[src/rtl/bus_snapshot_pkg.sv]
// bus_snapshot_pkg: shared state encoding and sizing helpers for bus_snapshot_mux
package bus_snapshot_pkg;
  typedef enum logic {IDLE, DRAIN} state_t;
  localparam int OVR_WIDTH = 16;
  function automatic int idx_width(input int n);
    return n > 1 ? $clog2(n) : 1;
  endfunction
endpackage

[src/rtl/period_tick.sv]
// period_tick: free-running 0..PERIOD-1 counter with a one-cycle tick at PERIOD-1
module period_tick #(
  parameter int PERIOD = 1000
) (
  input  logic clk,
  input  logic rst,
  output logic o_tick
);
  localparam int CW = PERIOD > 1 ? $clog2(PERIOD) : 1;
  logic [CW-1:0] r_cnt;
  assign o_tick = r_cnt == CW'(PERIOD - 1);
  always_ff @(posedge clk) begin
    if (rst) r_cnt <= '0;
    else r_cnt <= o_tick ? '0 : r_cnt + 1'b1;
  end
endmodule

[src/rtl/bus_snapshot_mux.sv]
// bus_snapshot_mux: atomic multi-channel snapshot drained as a valid/ready word stream
module bus_snapshot_mux
  import bus_snapshot_pkg::*;
#(
  parameter int WIDTH       = 64,
  parameter int CHANNELS    = 4,
  parameter int EXT_TRIGGER = 0,
  parameter int PERIOD      = 1000
) (
  input  logic                            clk,
  input  logic                            rst,
  input  logic                            enable,
  input  logic                            trigger,
  input  logic [CHANNELS*WIDTH-1:0]       data_in,
  output logic                            m_valid,
  input  logic                            m_ready,
  output logic [WIDTH-1:0]                m_data,
  output logic [idx_width(CHANNELS)-1:0]  m_index,
  output logic                            m_last,
  output logic                            busy,
  output logic [OVR_WIDTH-1:0]            overrun_count
);
  localparam int IW = idx_width(CHANNELS);
  state_t r_state;
  logic [WIDTH-1:0] r_shadow [CHANNELS];
  logic w_tick, w_cap_req;
  logic [IW-1:0] w_nidx;
  generate
    if (EXT_TRIGGER == 0) begin : g_tick
      period_tick #(.PERIOD(PERIOD)) u_tick (.clk(clk), .rst(rst), .o_tick(w_tick));
    end else begin : g_no_tick
      assign w_tick = 1'b0;
    end
  endgenerate
  assign w_cap_req = enable & (EXT_TRIGGER != 0 ? trigger : w_tick);
  assign w_nidx = m_index + 1'b1;
  // m_index doubles as the drain pointer; outputs are loaded one beat ahead
  always_ff @(posedge clk) begin
    if (rst) begin
      r_state <= IDLE;
      m_valid <= 1'b0;
      m_data <= '0;
      m_index <= '0;
      m_last <= 1'b0;
      busy <= 1'b0;
      overrun_count <= '0;
      for (int c = 0; c < CHANNELS; c++) r_shadow[c] <= '0;
    end else if (r_state == IDLE) begin
      if (w_cap_req) begin
        for (int c = 0; c < CHANNELS; c++) r_shadow[c] <= data_in[c*WIDTH +: WIDTH];
        m_data <= data_in[WIDTH-1:0];
        m_index <= '0;
        m_last <= CHANNELS == 1;
        m_valid <= 1'b1;
        busy <= 1'b1;
        r_state <= DRAIN;
      end
    end else begin
      if (w_cap_req && overrun_count != '1) overrun_count <= overrun_count + 1'b1;
      if (m_ready) begin
        if (m_last) begin
          m_valid <= 1'b0;
          busy <= 1'b0;
          r_state <= IDLE;
        end else begin
          m_index <= w_nidx;
          m_data <= r_shadow[w_nidx];
          m_last <= w_nidx == IW'(CHANNELS - 1);
        end
      end
    end
  end
endmodule

[config.mk]
export PLATFORM = sky130hd
export DESIGN_NAME = bus_snapshot_mux
export DESIGN_NICKNAME = d
export VERILOG_FILES = /design/src/rtl/bus_snapshot_pkg.sv /design/src/rtl/period_tick.sv /design/src/rtl/bus_snapshot_mux.sv
export SDC_FILE = /design/constraint.sdc
export NUM_CORES = 1
export LEC_CHECK = 0
export CORE_MARGIN = 2
export CORE_UTILIZATION = 55
export DETAILED_ROUTE_END_ITERATION = 8
export PLACE_DENSITY = 0.92
export SLEW_MARGIN = 0
export SYNTH_ARGS = -nofsm -noshare
export SYNTH_HDL_FRONTEND = slang
export SYNTH_SLANG_ARGS = --single-unit
[constraint.sdc]
create_clock -name clk -period 15.3 [get_ports clk]
set_input_delay 1.53 -clock clk [delete_from_list [all_inputs] [get_ports clk]]
set_output_delay 1.53 -clock clk [all_outputs]
set_load 0.05 [all_outputs]
Word-level counts from Yosys, hierarchy flattened:

Memory sizes are Yosys's and may differ from the RTL's.
Cells that the tools add are included.

* add/sub/neg operators: 3
* $lt $le $gt $ge: 0
* bitwise gates (word level): 5
* multiplexer cells: 29
* eq/ne operators: 6
* reductions and logical operators: 7
* divide/modulo/power cells: 0
* shift operators: 0
* $mul: 0

Operators with widths (count)
* 64-bit two-way mux: 8
* 1-bit two-way mux: 17
* 16-bit by 1-bit adder with 16-bit output (second input constant): 1
* 16-bit inequality test (second input constant): 1
* 10-bit by 1-bit adder with 10-bit output (second input constant): 1
* 10-bit == test (second input constant): 1
* 2-bit two-way mux: 4
* 2-bit inequality test (second input constant): 3
* 3-bit AND reduction: 2
* 1-bit bitwise OR: 4
* 2-bit AND reduction: 2
* 2-bit by 1-bit adder with 2-bit output (second input constant): 1
* 2-bit == test (second input constant): 1
* 2-bit nonzero test: 1
* 2-bit OR reduction: 1
* 1-bit bitwise AND: 1
* 1-bit logical AND: 1

* register bits after elaboration: 95
* memory bits (read-only): 0
* bits in latches: 0
* word-level logic and storage cells: 58
* memory bits (writable): 256
* output and inout port bits: 85
* memories: 1
* input bits: 261

Memory list
* r_shadow: words 4, bits a word 64, read ports 1, clocked after Yosys merged registers in 0, wr ports 4, line bus_snapshot_mux.sv:25 `logic [WIDTH-1:0] r_shadow [CHANNELS];`

Depth between registers and ports, before layout:

Gate-level depths: netlist (run 1).

* depth after elaboration: 7
* mapped depth: 9
* mapped depth without buffers: 5

Modules after synthesis:

From an unflattened synthesis (run 1), not the netlist that was laid out.

* cells, all modules: 1165
* area total of the unflattened synthesis: 15334.7 um^2

By module, submodules not included
* bus_snapshot_mux: cells an instance 1109, instances 1, seq. area each 9389.0 um^2, area each 14844.2 um^2
* period_tick: cells an instance 56, instances 1, seq. area each 200.2 um^2, area each 490.5 um^2

Worst setup path before layout (run 1):

No wires, ideal clock.

* path type: in2reg
* start point: input rst
* end point: memory r_shadow[0][0] (enable)
* path buffers: 3
* data required time: 13.331 ns
* arrival: 6.589 ns
* stages on the path: 5
* slack: 6.742 ns
* setup time: 1.969 ns
* cells stage by stage: clkbuf_1 > inv_2 > clkbuf_1 > clkbuf_1 > nand2_1

RTL lines
* start, declared: line bus_snapshot_mux.sv:11 `input logic rst,`
* end, declared: line bus_snapshot_mux.sv:25

==> results of run 1 <==
[state kept, by name (all words and copies together) (netlist names)]
signal and flops:
m_data 64, g_tick.u_tick.r_cnt 10, busy 1, m_index 2, overrun_count 16, r_shadow 256
r_state 1, m_last 1
[area by class of cell]
| cell class | instances | area [um2] |
|---|---|---|
| fill | 1734 | 7370 |
| clock inverter | 22 | 230 |
| timing repair buffer | 354 | 3540 |
| inverter | 8 | 35.0 |
| sequential | 351 | 9600 |
| tap | 378 | 473 |
| clock buffer | 46 | 1030 |
| antenna | 3 | 7.51 |
| multi-input combinational | 654 | 5420 |
[report_power, final]
| part | switching, W | internal [W] | total, W | leakage (nW) |
|---|---|---|---|---|
| Combinational | 0.0000443 | 0.0000746 | 0.000119 | 4.08 |
| Clock | 0.000363 | 0.000563 | 0.000926 | 0.620 |
| Sequential | 0.0000113 | 0.00105 | 0.00106 | 3.20 |
[final timing paths]
kind	cells past startpoint	startpoint	slack (ns)	end
setup / recovery	5	rst	10.67	r_shadow[2][63]
hold / removal	1	g_tick.u_tick.r_cnt[0]	0.49	g_tick.u_tick.r_cnt[0]
setup reg to reg	5	g_tick.u_tick.r_cnt[0]	11.51	r_shadow[2][63]
hold reg to reg	1	g_tick.u_tick.r_cnt[0]	0.49	g_tick.u_tick.r_cnt[0]
[cell families after synthesis]
group | count (synthesis) | share of synthesized area, %
adder cells (fa/ha/maj) | 3 | 0.243
XOR/XNOR | 6 | 0.340
AND/OR/NAND/NOR | 351 | 13.7
AO/OA/AOI/OAI | 160 | 6.54
buffers and inverters | 122 | 3.16
flip-flops | 351 | 62.1
multiplexers | 134 | 13.9
[Yosys cell counts]
master	n
o211ai_1	1
clkbuf_1	91
buf_6	1
a21oi_1	76
xor2_1	2
xnor2_1	4
nor4_1	9
nor4_2	1
or4_4	1
o21ai_0	4
nand4_1	7
nor3b_1	2
nand3_1	13
o41ai_1	2
nor2_1	19
and3_1	256
o311a_1	1
nand2_1	15
nor2b_1	5
ha_1	3
edfxtp_1	256
or3b_1	1
a311oi_1	1
and2_1	2
o21a_1	2
a32oi_1	1
buf_4	1
dfxtp_1	95
mux2i_1	64
mux4_2	64
or3_1	5
and4_1	2
inv_2	1
mux2_2	6
nor3_1	3
inv_1	7
o211a_1	1
buf_1	6
nor4b_1	1
buf_2	15
o31ai_1	71
nand3b_1	1
or4_1	7
or2_2	1
[through the flow]
stage	power [W]	util, %	cell area [um2]
after detailed placement	0.00120	68.8	19100
after floorplan	0.00113	-	15500
after CTS	0.00212	73.4	20300
final	0.00211	73.4	20300
after global placement	0.00120	68.8	19100
after global routing	0.00217	73.4	20300
[critical path, delay by kind of cell]
kind	cells	cell delay, ns
and+or+nand+nor	1	0.87
buffers and inverters	4	1.91
[layer usage]
metal  part of all wire [%]  track usage [%]
met2                     50             45.0
met3                    7.3             4.69
met5                  0.027                0
met1                     38             34.9
met4                    4.6             12.6
==> reports/metrics.csv, run 1 <==
stage;metric;value;unit
clock_tree;cts.sinks;351;
layout;syn_to_final_growth;31.6;%
detailed_routing;wl_per_cell;22.4;um
critical_path;cp_max_fo;177;
sta;rsz0062_at_grt;false;
detailed_routing;firstDrtPassIters;5;
floorplanning;die_h;172;um
detailed_routing;drtIter0Drc;1025;
global_routing;grt_pass1_vias;11100;
pwr;ir_drop;114;uV
clock_tree;cts_made_buffers;38;
critical_path;critPathCaptureType;flop;
detailed_routing;via_count;11200;
clock_tree;postCtsSetupBuffers;0;
sta;worst_pin_slew;1.18;ns
sta;fin_ws;10.67;ns
clock_tree;ctsHoldBuffers;0;
global_routing;overflow;0;
sta;max_clock_freq;0.216;GHz
sta;period_needed;4.63;ns
global_routing;grt_pass1_wl;61.0;mm
placed_design;hpwl;24.6;mm
critical_path;crit_chain;clkdlybuf4s50_1, buf_4, inv_6, nand2_4, buf_12;
detailed_routing;finalWirelength;40.6;mm
layout;layout_common_cells;344 x clkdlybuf4s50_1, 256 x and3_1, 256 x edfxtp_1;
detailed_routing;viasPerCell;6.16;
floorplanning;io_pins;346;
logic_synthesis;ys_types;44;
critical_path;cpMaxStageDelayCell;nand2_4;
critical_path;startpoint_type;input pin;
placed_design;portBuffers;344;
clock_tree;clock_path_buffers;3;
placed_design;post-place-ws;10.30;ns
pwr;power.density;104;nW/um2
logic_synthesis;synthCells;1127;
critical_path;cp.required;15.34;ns
critical_path;path_class;input pin to flop;
sta;finalCritPeriodShare;30.2;%
sta;fin_worst_skew;0.0228;ns
layout;drive_gt1_share;10.2;%
layout;fin_nets;1671;
logic_synthesis;synth_area_leaders;edfxtp_1 50%, dfxtp_1 12%, and3_1 10%;
clock_tree;cts_root_buf;clkbuf_16;
placed_design;place.gp.congestion;0.893;
outcome;status;finished, final reports clean;
clock_tree;cts.clk_slew.worst_paths;0.06;ns
layout;final_common_cell;clkdlybuf4s50_1;
sta;slew_viol_final;0;
clock_tree;cts_resized;0;
critical_path;worstPathArrival;4.66;ns
logic_synthesis;synth_area_leader_cell;edfxtp_1;
job;max_cap_viol_count;0;
logic_synthesis;synth.net_count;1391;
global_routing;grt_max_degree;253;
floorplanning;placementRows;61;
clock_tree;htree_levels;2;
floorplanning;core;27700;um2
worst_hold_path;hp-class;flop to flop;
logic_synthesis;synth_top_area_share;49.7;%
floorplanning;die_width;172;um
floorplanning;die_area;29500;um2
detailed_routing;antenna_left;0;
logic_synthesis;synth_warnings;0;
logic_synthesis;synth_seq_cells;351;
sta;hold-worst-slack;0.487;ns
layout;instances_no_fill;1816;
logic_synthesis;yosysSeqAreaShare;62.1;%
sta;setup_violations;0;
logic_synthesis;netlist_area;15500;um2
pwr;p_leak;7.90;nW
logic_synthesis;synth.avg_cell_area;13.7;um2
clock_tree;clk_latency;0.52;ns
detailed_routing;drc;0;
placed_design;dp_cells;1745;
sta;max_slew_margin;21.5;%
clock_tree;cts_tree;yes;
sta;setup_tns;0;ns
global_routing;antenna_found_initial;3;
sta;hold_violations;0;
global_routing;track_usage;27.1;%
critical_path;critPathMaxStageDelay;0.87;ns
floorplanning;start_util;55.8;%
No activity file was read; power rests on OpenSTA's default activity.
==> run 2, diff against run 1 <==
- CORE_UTILIZATION: 55 -> 51
- PLACE_DENSITY: 0.92 -> 0.87
- clock period: 15.3 -> 4.6 ns (I/O delays scaled with it)
==> run 2 against run 1 <==
- power rose to 3.3 times the previous value
- sequential share of layout area down 0.18 points
- critical path depth down 1
- combinational power rose to 3.4 times the previous value
- die area up 7.7%
- critical path type is now flop to flop
- largest cell class unchanged
==> reports/metrics.csv, run 2 (same netlist as run 1, synthesis figures left out) <==
stage;metric;value;unit
outcome;status;finished, final reports clean;
detailed_routing;antenna_left;0;
layout;largest_register_ffs;256;
placed_design;place.gp.congestion;0.844;
sta;finalCritPeriodShare;66.9;%
floorplanning;die_area;31700;um2
detailed_routing;wl_per_cell;22.4;um
floorplanning;start_util;52.0;%
sta;worst_pin_slew;1.25;ns
floorplanning;core;29700;um2
layout;top_regs;r_shadow: 256 flops, m_data: 64 flops, overrun_count: 16 flops;
worst_hold_path;hp-class;flop to flop;
placed_design;portBuffers;344;
global_routing;grt_max_degree;243;
critical_path;path_class;flop to flop;
sta;hold_violations;0;
pwr;p_leak;7.91;nW
global_routing;antenna_found_initial;7;
critical_path;cp_num_buf_inv;1;
floorplanning;die_h;178;um
layout;drive_gt1_share;10.2;%
pwr;power.density;341;nW/um2
critical_path;worstPathArrival;3.25;ns
clock_tree;cts.clk_slew.worst_paths;0.06;ns
clock_tree;cts_resized;0;
placed_design;placed_cell_area;19200;um2
layout;final_area;20400;um2
layout;final_common_cell;clkdlybuf4s50_1;
detailed_routing;drtIter0Drc;1047;
pwr;p_int;0.00554;W
pwr;p_sw;0.00142;W
layout;final_core_util;68.7;%
clock_tree;cts_root_buf;clkbuf_16;
floorplanning;die_width;178;um
critical_path;crit_chain;or3b_1, or4_1, nand2_8, buf_4;
critical_path;cp_max_fo;93;
clock_tree;htree_levels;2;
critical_path;critPathMaxStageDelay;0.75;ns
global_routing;track_usage;25.6;%
pwr;seqPwrFrac;50.8;%
sta;slew_viol_final;0;
job;max_cap_viol_count;0;
sta;fin_worst_skew;0.0252;ns
critical_path;cp_top_family;simple AND/OR/NAND/NOR gates;
clock_tree;clock_path_buffers;3;
critical_path;cpMaxStageDelayCell;or4_1;
layout;layout_common_cells;344 x clkdlybuf4s50_1, 256 x and3_1, 256 x edfxtp_1;
critical_path;critPathCaptureType;flop;
critical_path;startpoint_type;flop;
detailed_routing;drc;0;
sta;max_clock_freq;0.325;GHz
detailed_routing;via_count;11100;
critical_path;cp.required;4.78;ns
layout;fin_nets;1675;
global_routing;overflow;0;
floorplanning;io_pins;346;
sta;max_slew_margin;15.9;%
sta;period_needed;3.08;ns
sta;setup_violations;0;
detailed_routing;viasPerCell;6.07;
pwr;clkPwrFrac;43.4;%
sta;rsz0062_at_grt;false;
layout;layout.area.seq;9600;um2
clock_tree;postCtsSetupBuffers;0;
clock_tree;cts.sinks;351;
detailed_routing;finalWirelength;41.2;mm
clock_tree;cts_made_buffers;38;
placed_design;hpwl;24.8;mm
layout;fillers;1971;
pwr;ir_drop;340;uV
pwr;p_comb_share;5.8;%
layout;regMostFlops;r_shadow;
detailed_routing;firstDrtPassIters;6;
layout;syn_to_final_growth;32.1;%
sta;setup_tns;0;ns
global_routing;grt_pass1_vias;11200;
clock_tree;ctsHoldBuffers;0;
clock_tree;clk_latency;0.53;ns
pwr;swShare;20.4;%
layout;multi_input_area;5430;um2
floorplanning;placementRows;63;
clock_tree;cts_tree;yes;
global_routing;grt_pass1_wl;62.6;mm
==> run 2: path summary, 6_finish.rpt <==
kind	start	to	slack, ns	cells past startpoint
worst max-delay path	g_tick.u_tick.r_cnt[4]	r_shadow[3][8]	1.52	4
worst min-delay path	g_tick.u_tick.r_cnt[0]	g_tick.u_tick.r_cnt[0]	0.45	1
worst max register to register	g_tick.u_tick.r_cnt[4]	r_shadow[3][8]	1.52	4
worst min register to register	g_tick.u_tick.r_cnt[0]	g_tick.u_tick.r_cnt[0]	0.45	1
==> run 2: power groups by stage <==
stage	registers (W)	logic, W	clock network [W]
after global placement	0.00359	0.000389	0
after detailed placement	0.00360	0.000398	0
after floorplan	0.00359	0.000130	0
after CTS	0.00354	0.000400	0.00306
after global routing	0.00355	0.000426	0.00319
final	0.00354	0.000401	0.00302
==> run 2: metal layers <==
layer / part of all wire, % / vias up / global-route usage, %
li1: - / 5000 / -
met1: 39 / 5546 / 33.7
met2: 50 / 521 / 42.3
met3: 7.3 / 78 / 4.62
met4: 3.3 / 4 / 9.87
met5: 0.066 / - / 0
==> run 2: worst reg2reg max path, stage by stage (launching register included) <==
cell and delay, ns:
dfxtp_1 0.34, or3b_1 0.50, or4_1 0.75, nand2_8 0.63, buf_4 0.50
==> run 2: layout make-up <==
cell class,instances,share of cell area [%]
inverters,8,0.184
clock buffers,58,5.43
multi-input cells,654,26.6
clock inverters,12,0.643
flip-flops and latches,351,47.0
repair buffers,358,17.7
well taps,390,2.39
diodes,7,0.0858
==> run 2: per-stage QoR <==
stage | total power, W | hold slack (ns) | instances | setup WS, ns
2_1_floorplan | 0.00372 | 0.418 | 1127 | 0.933
3_3_place_gp | 0.00398 | 0.429 | 1761 | 1.41
3_5_place_dp | 0.00400 | 0.439 | 1761 | 1.37
4_1_cts | 0.00700 | 0.449 | 1831 | 1.50
5_1_grt | 0.00716 | 0.483 | 1836 | 1.31
6_report | 0.00696 | 0.449 | 1838 | 1.52
==> run 3, diff against run 2 <==
- CORE_UTILIZATION: 51 -> 46
- PLACE_DENSITY: 0.87 -> 0.83
- clock period: 4.6 -> 2.6 ns (I/O delays scaled with it)
==> run 3 against run 2 <==
- clock power increased by 79%
- final area increased by 2.6%
- non-clock buffer count increased by 37
- clock skew decreased by 0.0083 ns
- power increased by 79%
- combinational power increased by 92%
- maximum frequency increased by 26%
- critical path depth increased by 2
- count of clock-buffer cells in the layout decreased by 4
- first-iteration DRC count decreased by 26%
- core utilization decreased by 5.8 points
- largest cell class unchanged
- highest routed layer unchanged
==> reports/metrics.csv, run 3 (same netlist as run 1, synthesis figures left out) <==
stage;metric;value;unit
clock_tree;postCtsSetupBuffers;0;
layout;fillers;2433;
global_routing;overflow;0;
critical_path;cp.required;2.82;ns
sta;fin_worst_skew;0.0169;ns
layout;instances_no_fill;1923;
critical_path;crit_start;g_tick.u_tick.r_cnt[0];
clock_tree;cts.sinks;351;
pwr;power.density;594;nW/um2
layout;fin_nets;1712;
sta;period_needed;2.45;ns
critical_path;critPathCaptureType;flop;
sta;slew_viol_final;0;
global_routing;grt_max_degree;120;
detailed_routing;drc;0;
floorplanning;start_util;46.4;%
sta;setup_violations;0;
layout;syn_to_final_growth;35.5;%
global_routing;grt_pass1_vias;11200;
sta;max_clock_freq;0.409;GHz
detailed_routing;antenna_left;0;
clock_tree;clk_latency;0.52;ns
sta;finalCritPeriodShare;94.1;%
floorplanning;placementRows;67;
floorplanning;io_pins;346;
layout;largest_register_ffs;256;
layout;layout_common_cells;343 x clkdlybuf4s50_1, 256 x and3_1, 256 x edfxtp_1;
placed_design;post-place-ws;0.0839;ns
layout;final_common_cell;clkdlybuf4s50_1;
critical_path;worstPathArrival;2.66;ns
pwr;p_leak;8.16;nW
clock_tree;cts_tree;yes;
sta;rsz0062_at_grt;false;
placed_design;dp_cells;1856;
detailed_routing;wl_per_cell;21.2;um
sta;hold_violations;0;
outcome;status;finished, final reports clean;
global_routing;antenna_found_initial;2;
clock_tree;cts_made_buffers;38;
job;max_cap_viol_count;0;
detailed_routing;finalWirelength;40.8;mm
layout;top_regs;r_shadow: 256 flops, m_data: 64 flops, overrun_count: 16 flops;
sta;hold-worst-slack;0.414;ns
floorplanning;die_h;187;um
floorplanning;core;33300;um2
placed_design;placed_cell_area;19700;um2
clock_tree;cts_root_buf;clkbuf_16;
pwr;ir_drop;341;uV
placed_design;place.gp.congestion;0.822;
clock_tree;cts.clk_slew.worst_paths;0.06;ns
sta;max_slew_margin;47.8;%
worst_hold_path;hp-class;input pin to flop;
clock_tree;ctsHoldBuffers;0;
critical_path;cp_max_fo;30;
floorplanning;die_width;187;um
clock_tree;cts_resized;0;
layout;regMostFlops;r_shadow;
detailed_routing;viasPerCell;5.83;
sta;worst_pin_slew;0.784;ns
layout;final_area;20900;um2
floorplanning;die_area;35100;um2
clock_tree;htree_levels;2;
critical_path;startpoint_type;flop;
layout;final_core_util;62.9;%
worst_hold_path;min_from;data_in[27];
global_routing;track_usage;22.6;%
critical_path;timing.rr.start;g_tick.u_tick.r_cnt[0];
global_routing;grt_pass1_wl;62.5;mm
detailed_routing;firstDrtPassIters;5;
detailed_routing;via_count;11200;
detailed_routing;drtIter0Drc;777;
layout;drive_gt1_share;12.7;%
placed_design;hpwl;26.5;mm
layout;num_antenna_cells;0;
critical_path;path_class;flop to flop;
placed_design;portBuffers;344;
sta;fin_ws;0.154;ns
clock_tree;clock_path_buffers;3;
==> run 3: cell count changes in the layout (fill, tap and decap cells not counted), moves of 2 or more <==
cell,before,now
inv_6,0,2
buf_4,9,32
clkinv_8,2,0
buf_12,5,20
clkbuf_1,14,10
diode_2,7,0
==> run 3: worst paths after layout <==
check | endpoint | slack [ns] | cells past startpoint
worst min register to register | g_tick.u_tick.r_cnt[0] | 0.46 | 1
worst min-delay path | m_data[27] | 0.41 | 3
worst max register to register | r_shadow[2][24] | 0.15 | 6
worst max-delay path | r_shadow[2][24] | 0.15 | 6
==> run 3: cell type report <==
type / count / area (um2) / share of cell area, %
Multi-Input combinational cell: 654 / 5420 / 25.9
Clock inverter: 13 / 150 / 0.717
Timing Repair Buffer: 395 / 4070 / 19.5
Clock buffer: 54 / 1100 / 5.27
Inverter: 8 / 35.0 / 0.167
Tap cell: 448 / 561 / 2.68
Sequential cell: 351 / 9600 / 45.8
==> run 3: layer usage <==
layer | routed length [um] | vias to the layer above | GRT usage (%)
li1 | - | 5070 | -
met1 | 16300 | 5556 | 29.7
met2 | 20500 | 492 | 38.1
met3 | 2780 | 93 | 3.45
met4 | 1250 | 4 | 8.52
met5 | 27 | - | 0
==> run 3: power breakdown <==
part	leakage, nW	internal (W)	total [W]	switching (W)
Combinational	4.35	0.000484	0.000770	0.000286
Sequential	3.20	0.00619	0.00625	0.0000585
Clock	0.609	0.00326	0.00542	0.00216
==> run 3: per-stage QoR <==
| step | TNS (ns) | power, W |
|---|---|---|
| after floorplan | -52.97 | 0.00658 |
| after global placement | 0 | 0.00710 |
| after detailed placement | 0 | 0.00713 |
| after CTS | 0 | 0.0125 |
| after global routing | 0 | 0.0128 |
| final | 0 | 0.0124 |
==> run 3: critical path, stage by stage, from the launching register on <==
cell and delay (ns):
dfxtp_1 0.35, ha_1 0.23, nand2_1 0.20, or4_1 0.75, nand2_8 0.14, buf_12 0.22, buf_12 0.22
